--- src/rtl/tlk2711_pkg.sv ---
// ----------------------------------------------------------------------------
// tlk2711_pkg
// Shared definitions for the TLK2711 configuration sequencer:
//   - register map of the tlk2711_top register port
//   - sequencer FSM state encoding
//   - TX mode encoding and pending-interrupt selector
// ----------------------------------------------------------------------------
package tlk2711_pkg;

    // Register map (16-bit addresses on the register port)
    localparam logic [15:0] TX_START   = 16'h0100;
    localparam logic [15:0] TX_BASE    = 16'h0108;
    localparam logic [15:0] TX_TOTAL   = 16'h0110;
    localparam logic [15:0] TX_LEN     = 16'h0118;
    localparam logic [15:0] TX_CFG     = 16'h0120;
    localparam logic [15:0] RX_START   = 16'h0200;
    localparam logic [15:0] RX_BASE    = 16'h0208;
    localparam logic [15:0] IRQ_STATUS = 16'h0100;

    typedef enum logic [2:0] {
        ST_IDLE,
        ST_TX_WR,
        ST_RX_WR,
        ST_IRQ_RD,
        ST_IRQ_WAIT
    } state_t;

    typedef enum logic [1:0] {
        MODE_NORM     = 2'd0,
        MODE_LOOPBACK = 2'd1,
        MODE_KCODE    = 2'd2
    } tx_mode_t;

    // Which pending interrupt the next status read will consume
    typedef enum logic [1:0] {
        IRQ_NONE,
        IRQ_LOSS,
        IRQ_RX,
        IRQ_TX
    } irq_sel_t;

endpackage

--- src/rtl/tlk2711_cfg_seq_if.sv ---
// ----------------------------------------------------------------------------
// tlk2711_cfg_seq_if
// Register port between the configuration sequencer (master) and the
// tlk2711_top register block (slave).
//   o_reg_wen/o_reg_waddr/o_reg_wdata : write strobe, address, data
//   o_reg_ren/o_reg_raddr             : read strobe, address
//   i_reg_rdata                       : read data, valid RD_LATENCY cycles
//                                       after the read strobe
// ----------------------------------------------------------------------------
interface tlk2711_cfg_seq_if #(
    parameter int REG_ADDR_WIDTH = 16,
    parameter int REG_DATA_WIDTH = 64
);
    logic                      o_reg_wen;
    logic [REG_ADDR_WIDTH-1:0] o_reg_waddr;
    logic [REG_DATA_WIDTH-1:0] o_reg_wdata;
    logic                      o_reg_ren;
    logic [REG_ADDR_WIDTH-1:0] o_reg_raddr;
    logic [REG_DATA_WIDTH-1:0] i_reg_rdata;

    modport master (
        output o_reg_wen, o_reg_waddr, o_reg_wdata, o_reg_ren, o_reg_raddr,
        input  i_reg_rdata
    );

    modport slave (
        input  o_reg_wen, o_reg_waddr, o_reg_wdata, o_reg_ren, o_reg_raddr,
        output i_reg_rdata
    );
endinterface

--- src/rtl/tlk2711_irq_latch.sv ---
// ----------------------------------------------------------------------------
// tlk2711_irq_latch
// Rising-edge detect on the three link interrupts plus one pending bit each.
// An edge on an already-pending bit merges into it. o_sel names the bit the
// next status read will consume (loss > rx > tx); i_consume clears it.
//   clk, rst_n                      : clock, async active-low reset
//   i_tx_irq, i_rx_irq, i_loss_irq  : link interrupts (level or pulse)
//   i_consume                       : clear the bit currently named by o_sel
//   o_pend_any                      : at least one bit pending
//   o_sel                           : highest-priority pending bit
// ----------------------------------------------------------------------------
module tlk2711_irq_latch
    import tlk2711_pkg::*;
(
    input  logic     clk,
    input  logic     rst_n,
    input  logic     i_tx_irq,
    input  logic     i_rx_irq,
    input  logic     i_loss_irq,
    input  logic     i_consume,
    output logic     o_pend_any,
    output irq_sel_t o_sel
);
    // Bit order: [2] loss, [1] rx, [0] tx
    logic [2:0] r_prev;
    logic [2:0] r_pend;
    logic [2:0] w_irq;
    logic [2:0] w_rise;
    logic [2:0] w_sel_mask;
    logic [2:0] w_clr;

    assign w_irq      = {i_loss_irq, i_rx_irq, i_tx_irq};
    assign w_rise     = w_irq & ~r_prev;
    assign o_pend_any = |r_pend;
    assign w_clr      = i_consume ? w_sel_mask : 3'b000;

    always_comb begin
        // NOTE: every output of a combinational block gets a default first,
        // otherwise an uncovered path would infer a latch.
        o_sel      = IRQ_NONE;
        w_sel_mask = 3'b000;
        if (r_pend[2]) begin
            o_sel      = IRQ_LOSS;
            w_sel_mask = 3'b100;
        end else if (r_pend[1]) begin
            o_sel      = IRQ_RX;
            w_sel_mask = 3'b010;
        end else if (r_pend[0]) begin
            o_sel      = IRQ_TX;
            w_sel_mask = 3'b001;
        end
    end

    // A new edge on the bit being consumed in the same cycle survives, so
    // that event still gets its own status read.
    always_ff @(posedge clk or negedge rst_n) begin
        if (!rst_n) begin
            r_prev <= 3'b000;
            r_pend <= 3'b000;
        end else begin
            // NOTE: sequential state is written with non-blocking assignments
            // so every flop samples the pre-edge value of its inputs.
            r_prev <= w_irq;
            r_pend <= (r_pend & ~w_clr) | w_rise;
        end
    end
endmodule

--- src/rtl/tlk2711_cfg_seq.sv ---
// ----------------------------------------------------------------------------
// tlk2711_cfg_seq
// Register-programming sequencer for the TLK2711 link. Turns TX-job and
// RX-arm requests into ordered register write bursts, services the latched
// link interrupts with a status read, and runs a TX completion watchdog.
//   clk, rst_n            : clock, async active-low reset
//   i_tx_req / o_tx_ack   : TX job handshake; fields sampled in the ack cycle
//   i_tx_*                : TX job fields (base, total, body, tail, num, mode)
//   i_rx_req / o_rx_ack   : RX arm handshake; i_rx_base_addr sampled on ack
//   reg_bus               : register port (master side)
//   i_tx/rx/loss_irq      : link interrupts
//   o_tx_busy             : TX job started and not yet serviced/timed out
//   o_tx_done/o_rx_done/o_loss : one-cycle pulses with the new o_irq_status
//   o_irq_status          : last status word read
//   o_tx_timeout          : one-cycle watchdog pulse
// All outputs are registered.
// ----------------------------------------------------------------------------
module tlk2711_cfg_seq
    import tlk2711_pkg::*;
#(
    parameter int REG_ADDR_WIDTH = 16,
    parameter int REG_DATA_WIDTH = 64,
    parameter int ADDR_WIDTH     = 48,
    parameter int RD_LATENCY     = 1,        // 1..4
    parameter int TX_TIMEOUT     = 1000000   // >= 1
) (
    input  logic                      clk,
    input  logic                      rst_n,
    input  logic                      i_tx_req,
    output logic                      o_tx_ack,
    input  logic [ADDR_WIDTH-1:0]     i_tx_base_addr,
    input  logic [31:0]               i_tx_total,
    input  logic [31:0]               i_tx_body,
    input  logic [31:0]               i_tx_tail,
    input  logic [31:0]               i_tx_body_num,
    input  logic [1:0]                i_tx_mode,
    input  logic                      i_rx_req,
    output logic                      o_rx_ack,
    input  logic [ADDR_WIDTH-1:0]     i_rx_base_addr,
    tlk2711_cfg_seq_if.master         reg_bus,
    input  logic                      i_tx_irq,
    input  logic                      i_rx_irq,
    input  logic                      i_loss_irq,
    output logic                      o_tx_busy,
    output logic                      o_tx_done,
    output logic                      o_rx_done,
    output logic                      o_loss,
    output logic [REG_DATA_WIDTH-1:0] o_irq_status,
    output logic                      o_tx_timeout
);
    localparam int         WD_W    = $clog2(TX_TIMEOUT + 1);
    localparam logic [2:0] TX_LAST = 3'd5;   // step 0 = ack, 1..5 = writes
    localparam logic [2:0] RX_LAST = 3'd2;   // step 0 = ack, 1..2 = writes

    state_t r_state, w_next_state;
    logic [2:0] r_step, w_next_step;
    logic [2:0] r_lat, w_next_lat;
    logic       w_capture;

    logic                      w_pend_any;
    irq_sel_t                  w_sel;

    logic                      w_wen, w_ren, w_tx_ack, w_rx_ack;
    logic [REG_ADDR_WIDTH-1:0] w_waddr, w_raddr;
    logic [REG_DATA_WIDTH-1:0] w_wdata;

    logic                      r_wen, r_ren, r_tx_ack, r_rx_ack;
    logic [REG_ADDR_WIDTH-1:0] r_waddr, r_raddr;
    logic [REG_DATA_WIDTH-1:0] r_wdata, r_irq_status;
    logic                      r_tx_busy, r_tx_done, r_rx_done, r_loss, r_tx_timeout;
    logic [WD_W-1:0]           r_wd;
    logic [31:0]               r_tx_total, r_tx_body, r_tx_tail, r_tx_body_num;
    tx_mode_t                  r_tx_mode;

    tlk2711_irq_latch u_irq_latch (
        .clk        (clk),
        .rst_n      (rst_n),
        .i_tx_irq   (i_tx_irq),
        .i_rx_irq   (i_rx_irq),
        .i_loss_irq (i_loss_irq),
        .i_consume  (w_capture),
        .o_pend_any (w_pend_any),
        .o_sel      (w_sel)
    );

    // FSM state register
    always_ff @(posedge clk or negedge rst_n) begin
        if (!rst_n) begin
            r_state <= ST_IDLE;
            r_step  <= 3'd0;
            r_lat   <= 3'd0;
        end else begin
            r_state <= w_next_state;
            r_step  <= w_next_step;
            r_lat   <= w_next_lat;
        end
    end

    // FSM next state
    always_comb begin
        w_next_state = r_state;
        w_next_step  = r_step;
        w_next_lat   = r_lat;
        w_capture    = 1'b0;
        case (r_state)
            ST_IDLE: begin
                w_next_step = 3'd0;
                w_next_lat  = 3'd0;
                if (w_pend_any)                  w_next_state = ST_IRQ_RD;
                else if (i_tx_req && !r_tx_busy) w_next_state = ST_TX_WR;
                else if (i_rx_req)               w_next_state = ST_RX_WR;
            end
            ST_TX_WR: begin
                if (r_step == TX_LAST) w_next_state = ST_IDLE;
                else                   w_next_step  = r_step + 3'd1;
            end
            ST_RX_WR: begin
                if (r_step == RX_LAST) w_next_state = ST_IDLE;
                else                   w_next_step  = r_step + 3'd1;
            end
            ST_IRQ_RD: begin
                w_next_state = ST_IRQ_WAIT;
                w_next_lat   = 3'd1;
            end
            ST_IRQ_WAIT: begin
                // i_reg_rdata is valid in the RD_LATENCY-th cycle after ren
                if (r_lat == 3'(RD_LATENCY)) begin
                    w_next_state = ST_IDLE;
                    w_capture    = 1'b1;
                end else begin
                    w_next_lat = r_lat + 3'd1;
                end
            end
            default: w_next_state = ST_IDLE;
        endcase
    end

    // FSM outputs, decoded from the next state so the strobes can be
    // registered without adding a cycle. The base address goes out straight
    // from the ack-cycle sample; the other fields are latched in that cycle.
    always_comb begin
        w_wen    = 1'b0;
        w_waddr  = '0;
        w_wdata  = '0;
        w_ren    = 1'b0;
        w_raddr  = '0;
        w_tx_ack = 1'b0;
        w_rx_ack = 1'b0;
        case (w_next_state)
            ST_TX_WR: begin
                case (w_next_step)
                    3'd0: w_tx_ack = 1'b1;
                    3'd1: begin
                        w_wen   = 1'b1;
                        w_waddr = REG_ADDR_WIDTH'(TX_BASE);
                        w_wdata = REG_DATA_WIDTH'(i_tx_base_addr);
                    end
                    3'd2: begin
                        w_wen   = 1'b1;
                        w_waddr = REG_ADDR_WIDTH'(TX_TOTAL);
                        w_wdata = REG_DATA_WIDTH'(r_tx_total);
                    end
                    3'd3: begin
                        w_wen   = 1'b1;
                        w_waddr = REG_ADDR_WIDTH'(TX_LEN);
                        w_wdata = REG_DATA_WIDTH'({r_tx_tail, r_tx_body});
                    end
                    3'd4: begin
                        w_wen   = 1'b1;
                        w_waddr = REG_ADDR_WIDTH'(TX_CFG);
                        w_wdata = REG_DATA_WIDTH'({r_tx_body_num, 30'd0, r_tx_mode});
                    end
                    3'd5: begin
                        w_wen   = 1'b1;
                        w_waddr = REG_ADDR_WIDTH'(TX_START);
                    end
                    default: ;
                endcase
            end
            ST_RX_WR: begin
                case (w_next_step)
                    3'd0: w_rx_ack = 1'b1;
                    3'd1: begin
                        w_wen   = 1'b1;
                        w_waddr = REG_ADDR_WIDTH'(RX_BASE);
                        w_wdata = REG_DATA_WIDTH'(i_rx_base_addr);
                    end
                    3'd2: begin
                        w_wen   = 1'b1;
                        w_waddr = REG_ADDR_WIDTH'(RX_START);
                    end
                    default: ;
                endcase
            end
            ST_IRQ_RD: begin
                w_ren   = 1'b1;
                w_raddr = REG_ADDR_WIDTH'(IRQ_STATUS);
            end
            default: ;
        endcase
    end

    // Output registers, TX field latch, watchdog and status capture
    always_ff @(posedge clk or negedge rst_n) begin
        if (!rst_n) begin
            r_wen         <= 1'b0;
            r_waddr       <= '0;
            r_wdata       <= '0;
            r_ren         <= 1'b0;
            r_raddr       <= '0;
            r_tx_ack      <= 1'b0;
            r_rx_ack      <= 1'b0;
            r_tx_busy     <= 1'b0;
            r_tx_done     <= 1'b0;
            r_rx_done     <= 1'b0;
            r_loss        <= 1'b0;
            r_tx_timeout  <= 1'b0;
            r_irq_status  <= '0;
            r_wd          <= '0;
            r_tx_total    <= '0;
            r_tx_body     <= '0;
            r_tx_tail     <= '0;
            r_tx_body_num <= '0;
            r_tx_mode     <= MODE_NORM;
        end else begin
            r_wen        <= w_wen;
            r_waddr      <= w_waddr;
            r_wdata      <= w_wdata;
            r_ren        <= w_ren;
            r_raddr      <= w_raddr;
            r_tx_ack     <= w_tx_ack;
            r_rx_ack     <= w_rx_ack;
            r_tx_done    <= 1'b0;
            r_rx_done    <= 1'b0;
            r_loss       <= 1'b0;
            r_tx_timeout <= 1'b0;

            if (r_state == ST_TX_WR && r_step == 3'd0) begin
                r_tx_total    <= i_tx_total;
                r_tx_body     <= i_tx_body;
                r_tx_tail     <= i_tx_tail;
                r_tx_body_num <= i_tx_body_num;
                r_tx_mode     <= tx_mode_t'(i_tx_mode);
            end

            // Loaded with TX_TIMEOUT-1 so the pulse lands exactly TX_TIMEOUT
            // cycles after the start write.
            if (r_tx_busy) begin
                if (r_wd <= WD_W'(1)) begin
                    r_tx_timeout <= 1'b1;
                    r_tx_busy    <= 1'b0;
                    r_wd         <= '0;
                end else begin
                    r_wd <= r_wd - WD_W'(1);
                end
            end

            if (r_state == ST_TX_WR && r_step == TX_LAST) begin
                r_tx_busy <= 1'b1;
                r_wd      <= WD_W'(TX_TIMEOUT - 1);
            end

            if (w_capture) begin
                r_irq_status <= reg_bus.i_reg_rdata;
                case (w_sel)
                    IRQ_LOSS: r_loss    <= 1'b1;
                    IRQ_RX:   r_rx_done <= 1'b1;
                    IRQ_TX: begin
                        r_tx_done <= 1'b1;
                        r_tx_busy <= 1'b0;
                        r_wd      <= '0;
                    end
                    default: ;
                endcase
            end
        end
    end

    assign reg_bus.o_reg_wen   = r_wen;
    assign reg_bus.o_reg_waddr = r_waddr;
    assign reg_bus.o_reg_wdata = r_wdata;
    assign reg_bus.o_reg_ren   = r_ren;
    assign reg_bus.o_reg_raddr = r_raddr;
    assign o_tx_ack     = r_tx_ack;
    assign o_rx_ack     = r_rx_ack;
    assign o_tx_busy    = r_tx_busy;
    assign o_tx_done    = r_tx_done;
    assign o_rx_done    = r_rx_done;
    assign o_loss       = r_loss;
    assign o_irq_status = r_irq_status;
    assign o_tx_timeout = r_tx_timeout;
endmodule

--- src/flat_wrapper.sv ---
// flat-port wrapper written by rule: the top's interface ports become plain ports
module tlk2711_cfg_seq_flat import tlk2711_pkg::*;
#(
    parameter int REG_ADDR_WIDTH = 16,
    parameter int REG_DATA_WIDTH = 64,
    parameter int ADDR_WIDTH     = 48,
    parameter int RD_LATENCY     = 1,               
    parameter int TX_TIMEOUT     = 1000000          
)
  (clk, rst_n, i_tx_req, o_tx_ack, i_tx_base_addr, i_tx_total, i_tx_body, i_tx_tail, i_tx_body_num, i_tx_mode, i_rx_req, o_rx_ack, i_rx_base_addr, i_tx_irq, i_rx_irq, i_loss_irq, o_tx_busy, o_tx_done, o_rx_done, o_loss, o_irq_status, o_tx_timeout, reg_bus_o_reg_wen, reg_bus_o_reg_waddr, reg_bus_o_reg_wdata, reg_bus_o_reg_ren, reg_bus_o_reg_raddr, reg_bus_i_reg_rdata);
  tlk2711_cfg_seq_if #(.REG_ADDR_WIDTH(REG_ADDR_WIDTH), .REG_DATA_WIDTH(REG_DATA_WIDTH)) reg_bus_i ();
  input  logic clk;
  input  logic rst_n;
  input  logic i_tx_req;
  output logic o_tx_ack;
  input  logic [ADDR_WIDTH-1:0] i_tx_base_addr;
  input  logic [31:0] i_tx_total;
  input  logic [31:0] i_tx_body;
  input  logic [31:0] i_tx_tail;
  input  logic [31:0] i_tx_body_num;
  input  logic [1:0] i_tx_mode;
  input  logic i_rx_req;
  output logic o_rx_ack;
  input  logic [ADDR_WIDTH-1:0] i_rx_base_addr;
  input  logic i_tx_irq;
  input  logic i_rx_irq;
  input  logic i_loss_irq;
  output logic o_tx_busy;
  output logic o_tx_done;
  output logic o_rx_done;
  output logic o_loss;
  output logic [REG_DATA_WIDTH-1:0] o_irq_status;
  output logic o_tx_timeout;
  output wire logic [$bits(reg_bus_i.o_reg_wen)-1:0] reg_bus_o_reg_wen;
  output wire logic [$bits(reg_bus_i.o_reg_waddr)-1:0] reg_bus_o_reg_waddr;
  output wire logic [$bits(reg_bus_i.o_reg_wdata)-1:0] reg_bus_o_reg_wdata;
  output wire logic [$bits(reg_bus_i.o_reg_ren)-1:0] reg_bus_o_reg_ren;
  output wire logic [$bits(reg_bus_i.o_reg_raddr)-1:0] reg_bus_o_reg_raddr;
  input wire logic [$bits(reg_bus_i.i_reg_rdata)-1:0] reg_bus_i_reg_rdata;
  assign reg_bus_o_reg_wen = reg_bus_i.o_reg_wen;
  assign reg_bus_o_reg_waddr = reg_bus_i.o_reg_waddr;
  assign reg_bus_o_reg_wdata = reg_bus_i.o_reg_wdata;
  assign reg_bus_o_reg_ren = reg_bus_i.o_reg_ren;
  assign reg_bus_o_reg_raddr = reg_bus_i.o_reg_raddr;
  assign reg_bus_i.i_reg_rdata = reg_bus_i_reg_rdata;
  tlk2711_cfg_seq #(.REG_ADDR_WIDTH(REG_ADDR_WIDTH), .REG_DATA_WIDTH(REG_DATA_WIDTH), .ADDR_WIDTH(ADDR_WIDTH), .RD_LATENCY(RD_LATENCY), .TX_TIMEOUT(TX_TIMEOUT)) u_core (.clk(clk), .rst_n(rst_n), .i_tx_req(i_tx_req), .o_tx_ack(o_tx_ack), .i_tx_base_addr(i_tx_base_addr), .i_tx_total(i_tx_total), .i_tx_body(i_tx_body), .i_tx_tail(i_tx_tail), .i_tx_body_num(i_tx_body_num), .i_tx_mode(i_tx_mode), .i_rx_req(i_rx_req), .o_rx_ack(o_rx_ack), .i_rx_base_addr(i_rx_base_addr), .reg_bus(reg_bus_i), .i_tx_irq(i_tx_irq), .i_rx_irq(i_rx_irq), .i_loss_irq(i_loss_irq), .o_tx_busy(o_tx_busy), .o_tx_done(o_tx_done), .o_rx_done(o_rx_done), .o_loss(o_loss), .o_irq_status(o_irq_status), .o_tx_timeout(o_tx_timeout));
endmodule
--- config.mk ---
export PLATFORM = sky130hd
export DESIGN_NAME = tlk2711_cfg_seq_flat
export DESIGN_NICKNAME = d
export VERILOG_FILES = /design/src/rtl/tlk2711_pkg.sv /design/src/rtl/tlk2711_cfg_seq_if.sv /design/src/rtl/tlk2711_irq_latch.sv /design/src/rtl/tlk2711_cfg_seq.sv /design/src/flat_wrapper.sv
export SDC_FILE = /design/constraint.sdc
export NUM_CORES = 1
export LEC_CHECK = 0
export ABC_AREA = 1
export CAP_MARGIN = 20
export CORE_AREA = 2 2 179 181
export CTS_CLUSTER_SIZE = 8
export DETAILED_ROUTE_END_ITERATION = 6
export DIE_AREA = 0 0 181 183
export GPL_TIMING_DRIVEN = 0
export MAX_ROUTING_LAYER = met4
export PLACE_DENSITY = 0.82
export SLEW_MARGIN = 10
export SYNTH_ARGS = -nofsm -noshare
export SYNTH_HDL_FRONTEND = slang
export SYNTH_SLANG_ARGS = --single-unit
--- constraint.sdc ---
create_clock -name clk -period 2.4 [get_ports clk]
set_input_delay 0.24 -clock clk [delete_from_list [all_inputs] [get_ports clk]]
set_output_delay 0.24 -clock clk [all_outputs]
set_load 0.05 [all_outputs]
Word-level counts from Yosys, hierarchy flattened
Index checks and enable logic that the tools add are counted.

word-level totals
  output and inout port bits = 169
  flip-flop bits (word level) = 327

operators by class
  bitwise gates (word level) = 5
  add/sub/neg operators = 3
  equal/unequal tests = 19
  magnitude comparators = 1
  multiplexer cells = 53
  reductions and logical operators = 12

operators by type and width
  operator               number
  $pmux 64 s4            1
  $pmux 64 s2            1
  $mux 20                5
  $mux 48                1
  $pmux 9 s5             1
  $mux 3                 11
  $pmux 16 s2            1
  $mux 1                 22
  $eq 3x2->1 const B     7
  $le 20x1->1 const B    1
  $pmux 10 s2            1
  $sub 20x1->20 const B  1
  $pmux 3 s3             2
  $pmux 3 s5             1
  $eq 3x1->1 const B     4
  $eq 3x3->1 const B     4
  $logic_not 3->1        3
  $mux 9                 1
  $mux 2                 4
  $add 3x1->3 const B    2
  $and 3x3->3            2
  $not 3->3              2
  $reduce_or 5->1        1
  $eq 2x2->1 const B     2
  other kinds (10)       12

Longest topological paths before layout
  depth after elaboration = 7
  mapped depth = 15
  depth with buffers taken out = 13

Modules after synthesis
Synthesis repeated with hierarchy kept, for this count alone.

unflattened totals
  cells, all modules = 1401
  area total of the unflattened synthesis = 13456.7 um2

by module, submodules not included
  module             cells each  times used  area an instance (um2)
  tlk2711_cfg_seq    1378        1           13225.2
  tlk2711_irq_latch  23          1           231.5

Worst setup path after synthesis
OpenSTA, ideal clock, no wires.

  path kind = register -> register
  start point = register u_core.r_tx_busy, in the netlist u_core.o_tx_busy
  end point = register u_core.r_wdata[11], in the netlist u_core.reg_bus.o_reg_wdata[11]
  setup time = 0.065 ns
  slack = 0.430 ns
  arrival time = 1.905 ns
  required time = 2.335 ns
  period minus slack after synthesis = 1.970 ns
  stages on the path, launching flop included = 14
  buffers on the path = 3
  cells stage by stage = dfrtp_1 -> buf_2 -> inv_1 -> nand2_1 -> o21ai_0 -> nand2_1 -> nand3_1 -> nand2_1 -> nand2_1 -> nor2_2 -> buf_6 -> buf_6 -> nand2_1 -> nand2_1

on the way
  word-level cells in the longest chain between the ends = 7

RTL lines
  element                                   RTL line                RTL
  from (decl)                               tlk2711_cfg_seq.sv:70   logic r_tx_busy, r_tx_done, r_rx_done, r_loss, r_tx_timeout;
  from (signal assigned)                    tlk2711_cfg_seq.sv:213  r_tx_busy <= 1'b0;
  from (signal assigned)                    tlk2711_cfg_seq.sv:251  r_tx_busy <= 1'b0;
  from (signal assigned)                    tlk2711_cfg_seq.sv:259  r_tx_busy <= 1'b1;
  $logic_not 1->1 *                         tlk2711_cfg_seq.sv:110  else if (i_tx_req && !r_tx_busy) w_next_state = ST_TX_WR;
  $logic_and 1x1->1 *                       tlk2711_cfg_seq.sv:110
  $mux 3 *                                  tlk2711_cfg_seq.sv:110
  $mux 3 *                                  tlk2711_cfg_seq.sv:109  if (w_pend_any) w_next_state = ST_IRQ_RD;
  $pmux 3 s5 *                              tlk2711_cfg_seq.sv:105  case (r_state)
  net u_core.w_next_state[1]                tlk2711_cfg_seq.sv:55   state_t r_state, w_next_state;
  $eq 3x2->1 or $eq 3x1->1 (tied branches)  tlk2711_cfg_seq.sv:149  case (w_next_state)
  $pmux 64 s2 *                             tlk2711_cfg_seq.sv:149
  net u_core.w_wdata[11]                    tlk2711_cfg_seq.sv:65   logic [REG_DATA_WIDTH-1:0] w_wdata;
  to (signal assigned)                      tlk2711_cfg_seq.sv:228  r_wdata <= w_wdata;
  to (decl)                                 tlk2711_cfg_seq.sv:69   logic [REG_DATA_WIDTH-1:0] r_wdata, r_irq_status;

Mark *: on every way through the listed nets, which the timed path passes. The rest lies on a longest branch.
A chain may end at the register's enable or synchronous reset.

Worst setup path in the final report
  start point = register u_core.r_step[1]
  end point = register u_core.r_wdata[41], in the netlist u_core.reg_bus.o_reg_wdata[41]

on the way
  word-level cells in the longest chain between the ends = 6

RTL lines
  element                                 RTL line                                        RTL
  from (decl)                             tlk2711_cfg_seq.sv:56                           logic [2:0] r_step, w_next_step;
  from (signal assigned)                  tlk2711_cfg_seq.sv:94                           r_step <= w_next_step;
  $add 3x1->3 (tied with other cells)     tlk2711_cfg_seq.sv:115, tlk2711_cfg_seq.sv:119
  $mux 3 (on tied branches)               tlk2711_cfg_seq.sv:118, tlk2711_cfg_seq.sv:114
  $pmux 3 s3                              tlk2711_cfg_seq.sv:105
  $eq 3x3->1 (tied with other cells)      tlk2711_cfg_seq.sv:151                          case (w_next_step)
  $pmux 64 s4 or $mux 48 (tied branches)  tlk2711_cfg_seq.sv:151, tlk2711_cfg_seq.sv:181
  $pmux 64 s2 *                           tlk2711_cfg_seq.sv:149
  net u_core.w_wdata[41]                  tlk2711_cfg_seq.sv:65

Marks and branches as above.

==> impl_results.md <==
* Clock-pin slew on the worst setup and hold paths at 50 ps
* Req. time, crit path at 2860 ps
* I/O pins at 466
* Share of synthesized registers carrying an async set or reset at 1.000
* Final worst-path cycle share at 0.9594
* Cell family with most CP delay: simple AND/OR/NAND/NOR gates
* Worst Path Arrival at 2760 ps
* Clk_lat worst skew at between 500 and 600 ps
* Mapped Cells at 1,404
* PwrDens at between 1000 and 1500 nW/um^2
* GP Congestion at ~0.98
* Avg WL per Cell at ~20 um
* RSZ-0062 raised after global routing: true
* Worst setup SP type: flip-flop
* Register area share after synthesis at 0.5727
* Net Sw Frac at 0.4280
* Yosys warning total at 0
* Fin cells at between 2,000 and 2,500
* Number of buffers created by CTS at 44
* WL final at 45,560 um
* Pins Over Slew Limit at 0
* Area Growth Syn to Fin at 48.93%
* Worst Setup End Kind: flip-flop
* Nets@finish at 2,239
* Primary FF master, synth: dfrtp_1
* Switching power at 12.04 mW
* WP buf/inv at 4
* Static leakage at approximately 9.4 nW
* CTS tree: done
* Worst path slowest cell: dfrtp_1
* Die ar. at approximately 33,000 um^2
* Vias/cell at 5.083
* Die Span X at 181 um
* CP max FO at 10
* Clock tree buffer depth at 3
* Crit Path Category: reg2reg
* Final Hold Fails at 0
* Combinational Power Share at 0.504
* Clock root buffer: clkbuf_16
* Row Count at 65
* Post-synth EDFFs at 0
* GRT Residual Overflow at 0
* IO Port Bufs at 439
* VDD IR max at roughly 0.90 mV
* Core area at 31,230 um^2
* Total GRT Usage at 0.2802
* Mapped Avg Cell Area at 9.555 um^2
* FF+latch count, synth at approximately 300
* Drt pass-1 iters at 6
* Final setup vio count at 0
* Largest net degree at the start of global routing at 96
* Clk pwr share at 0.192
* Die height at 183 um
* Proportion of power drawn by flip-flops and latches at 0.304
* Synth cell types at 32
* Tightest Hold Check Type: in2async
* Layout Skew at 21.90 ps
* Iter 0 DRT Violations at 836
* Post-place setup slack at -248.8 ps
* Critical path's largest stage delay at approximately 400 ps
* Vias in the first global route at 12,389
* Final setup TNS at 0 ps
* Initial Util at 0.4296
* Max-Cap Viols at 0
* Filler Cells Inserted at 2,465
* Dpl hpwl at 33,380 um
* CTS H-tree depth at 2
* Slew headroom at 0.5618
* Worst hold slack at 191.4 ps
* Max frequency at 0.4343 GHz
* Cell Chain, Critical Path: buf_4, ha_1, nand2_1, nand2_1, nand3_1, nand2_2, nor2_4, buf_4, buf_4, nor2_1, nor2_4, buf_4, nand2_1, nand2_1
* Worst slew pin tran at 657.4 ps
* Status: finished clean
* Vias at 11,905
* Placed Cells incl. Taps at 2,273
* Cell Area, Synth at 13,420 um^2
* CTS Sinks at 307
* Cell Int Power at 16.09 mW
* Final setup margin at a little under 100 ps
* Share of post-route cells with drive strength above 1 at 0.1565
* Initial antenna violation count at 4
* Crit path time final at 2302 ps
* # DRC at 0
* Post-route ant nets at 0
* First-pass GRT wire length at 69,590 um
==> state kept, by name (all words and copies together) (netlist names), 2 cells and up <==
register and flops:
u_core.o_irq_status 64, u_core.reg_bus.o_reg_wdata 64, u_core.r_tx_body 32, u_core.r_tx_body_num 32, u_core.r_tx_tail 32, u_core.r_tx_total 32
u_core.r_wd 20, u_core.reg_bus.o_reg_waddr 5, u_core.r_lat 3, u_core.r_state 3, u_core.r_step 3, u_core.u_irq_latch.r_pend 3
u_core.u_irq_latch.r_prev 3, u_core.r_tx_mode 2
==> cell type report <==
type                       instances  area (um^2)  area share
antenna                            4        10.01   0.0005010
buffer                            88        606.8     0.03037
clock buffer                      47         1134     0.05674
clock inverter                     1        5.005   0.0002505
inverter                          64        240.2     0.01202
multi-input combinational        969         5122      0.2564
sequential                       307         7684      0.3846
tap                              402        503.0     0.02518
timing repair buffer             460         4674      0.2340
==> worst paths after layout <==
| path | from | to | slack [ps] | cells after the start |
|---|---|---|---|---|
| max in group asynchronous | rst_n | u_core.reg_bus.o_reg_wdata[26]$_DFF_PN0_ | 1040 | 4 |
| hold reg to reg | u_core.u_irq_latch.r_prev[2]$_DFF_PN0_ | u_core.u_irq_latch.r_pend[2]$_DFF_PN0_ | 440 | 1 |
| setup / recovery | u_core.r_step[1]$_DFF_PN0_ | u_core.reg_bus.o_reg_wdata[41]$_DFF_PN0_ | 100 | 14 |
| hold / removal | rst_n | u_core.o_irq_status[55]$_DFFE_PN0P_ | 190 | 2 |
| setup reg to reg | u_core.r_step[1]$_DFF_PN0_ | u_core.reg_bus.o_reg_wdata[41]$_DFF_PN0_ | 100 | 14 |
| min in group clk | i_rx_irq | u_core.u_irq_latch.r_prev[1]$_DFF_PN0_ | 190 | 1 |
==> cell families (layout without fill, tap and decap cells) <==
group,Yosys count,after routing,synth area share
AOI/OAI and AO/OA,55,55,0.02173
xor gates and xnor gates,11,11,0.007181
adders and majority gates,8,8,0.007462
buffers and inverters,154,660,0.05717
DFF,307,307,0.5727
muxes,131,131,0.1100
other,1,30,0.0002795
and+or+nand+nor,737,738,0.2236
==> cell usage in the layout, fill, tap and decap left out, types with 5 or more instances in the layout <==
cell type        count
nand2_1            541
clkbuf_4             5
buf_6                9
o21ai_0             13
inv_1               57
clkbuf_2             7
ha_1                 6
nor3_1               7
o22ai_1              6
clkdlybuf4s50_1    438
nor2_1              55
clkbuf_1            12
nand3_1            107
a21oi_1             31
buf_2               15
xor2_1               5
inv_2                7
nand4_1              6
dfrtp_1            306
xnor2_1              6
nor2_4               6
conb_1              26
mux2_2             131
clkbuf_16           46
buf_4               49
==> cells in the mapped netlist (2+ instances only) <==
library cell  instances  area (um^2)
xor2_1                5        43.79
nor2_4                3        33.78
nand4_1               6        37.54
buf_6                 5        56.30
a21oi_1              32        160.2
inv_1                59        221.5
xnor2_1               6        52.55
clkbuf_1             16        60.06
nor2_1               56        210.2
mux2_2              131         1475
buf_4                31        232.7
o21ai_0              13        65.06
nor3_1                7        35.03
buf_1                10        37.54
inv_2                 5        18.77
o21bai_1              2        15.01
nor2_2                5        31.28
o22ai_1               6        37.54
dfrtp_1             307         7682
nand2_1             544         2042
nand3_2               2        20.02
nand3_1             109        545.5
buf_2                28        140.1
ha_1                  8        100.1
==> power groups by stage <==
stage,combinational (mW),clock (mW),sequential [mW]
final,14.2,5.40,8.56
after detailed placement,13.2,0,8.56
after global placement,12.9,0,8.50
after CTS,13.7,5.48,8.52
after floorplan,5.98,0,11.1
after global routing,15.2,5.71,8.77
==> timing repair <==
action,4_1_cts,5_1_grt
buffers inserted,8,8
setup endpoints to repair,72,92
pin swaps,4,7
hold buffers,1,0
gates resized for setup,20,43
endpoints found under the hold margin,41,0
cloned,1,1
==> layer usage <==
metal / global-route usage / vias up / wire [um]
met3: 0.05481 / 148 / 2854
met2: 0.4477 / 499 / 21860
met4: 0.1180 / 0 / 2125
met1: 0.3515 / 5780 / 18720
li1: - / 5478 / -
met5: - / - / 0
==> per-stage QoR <==
| stage | cell area, um^2 | util | total power [mW] |
|---|---|---|---|
| floorplan | 13510 | - | 17.13 |
| global placement | 18410 | 0.5894 | 21.41 |
| detailed placement | 18490 | 0.5922 | 21.80 |
| CTS | 19790 | 0.6337 | 27.71 |
| global route | 19980 | 0.6397 | 29.67 |
| finish | 19980 | 0.6397 | 28.13 |
(Power assumes the default switching activity.)
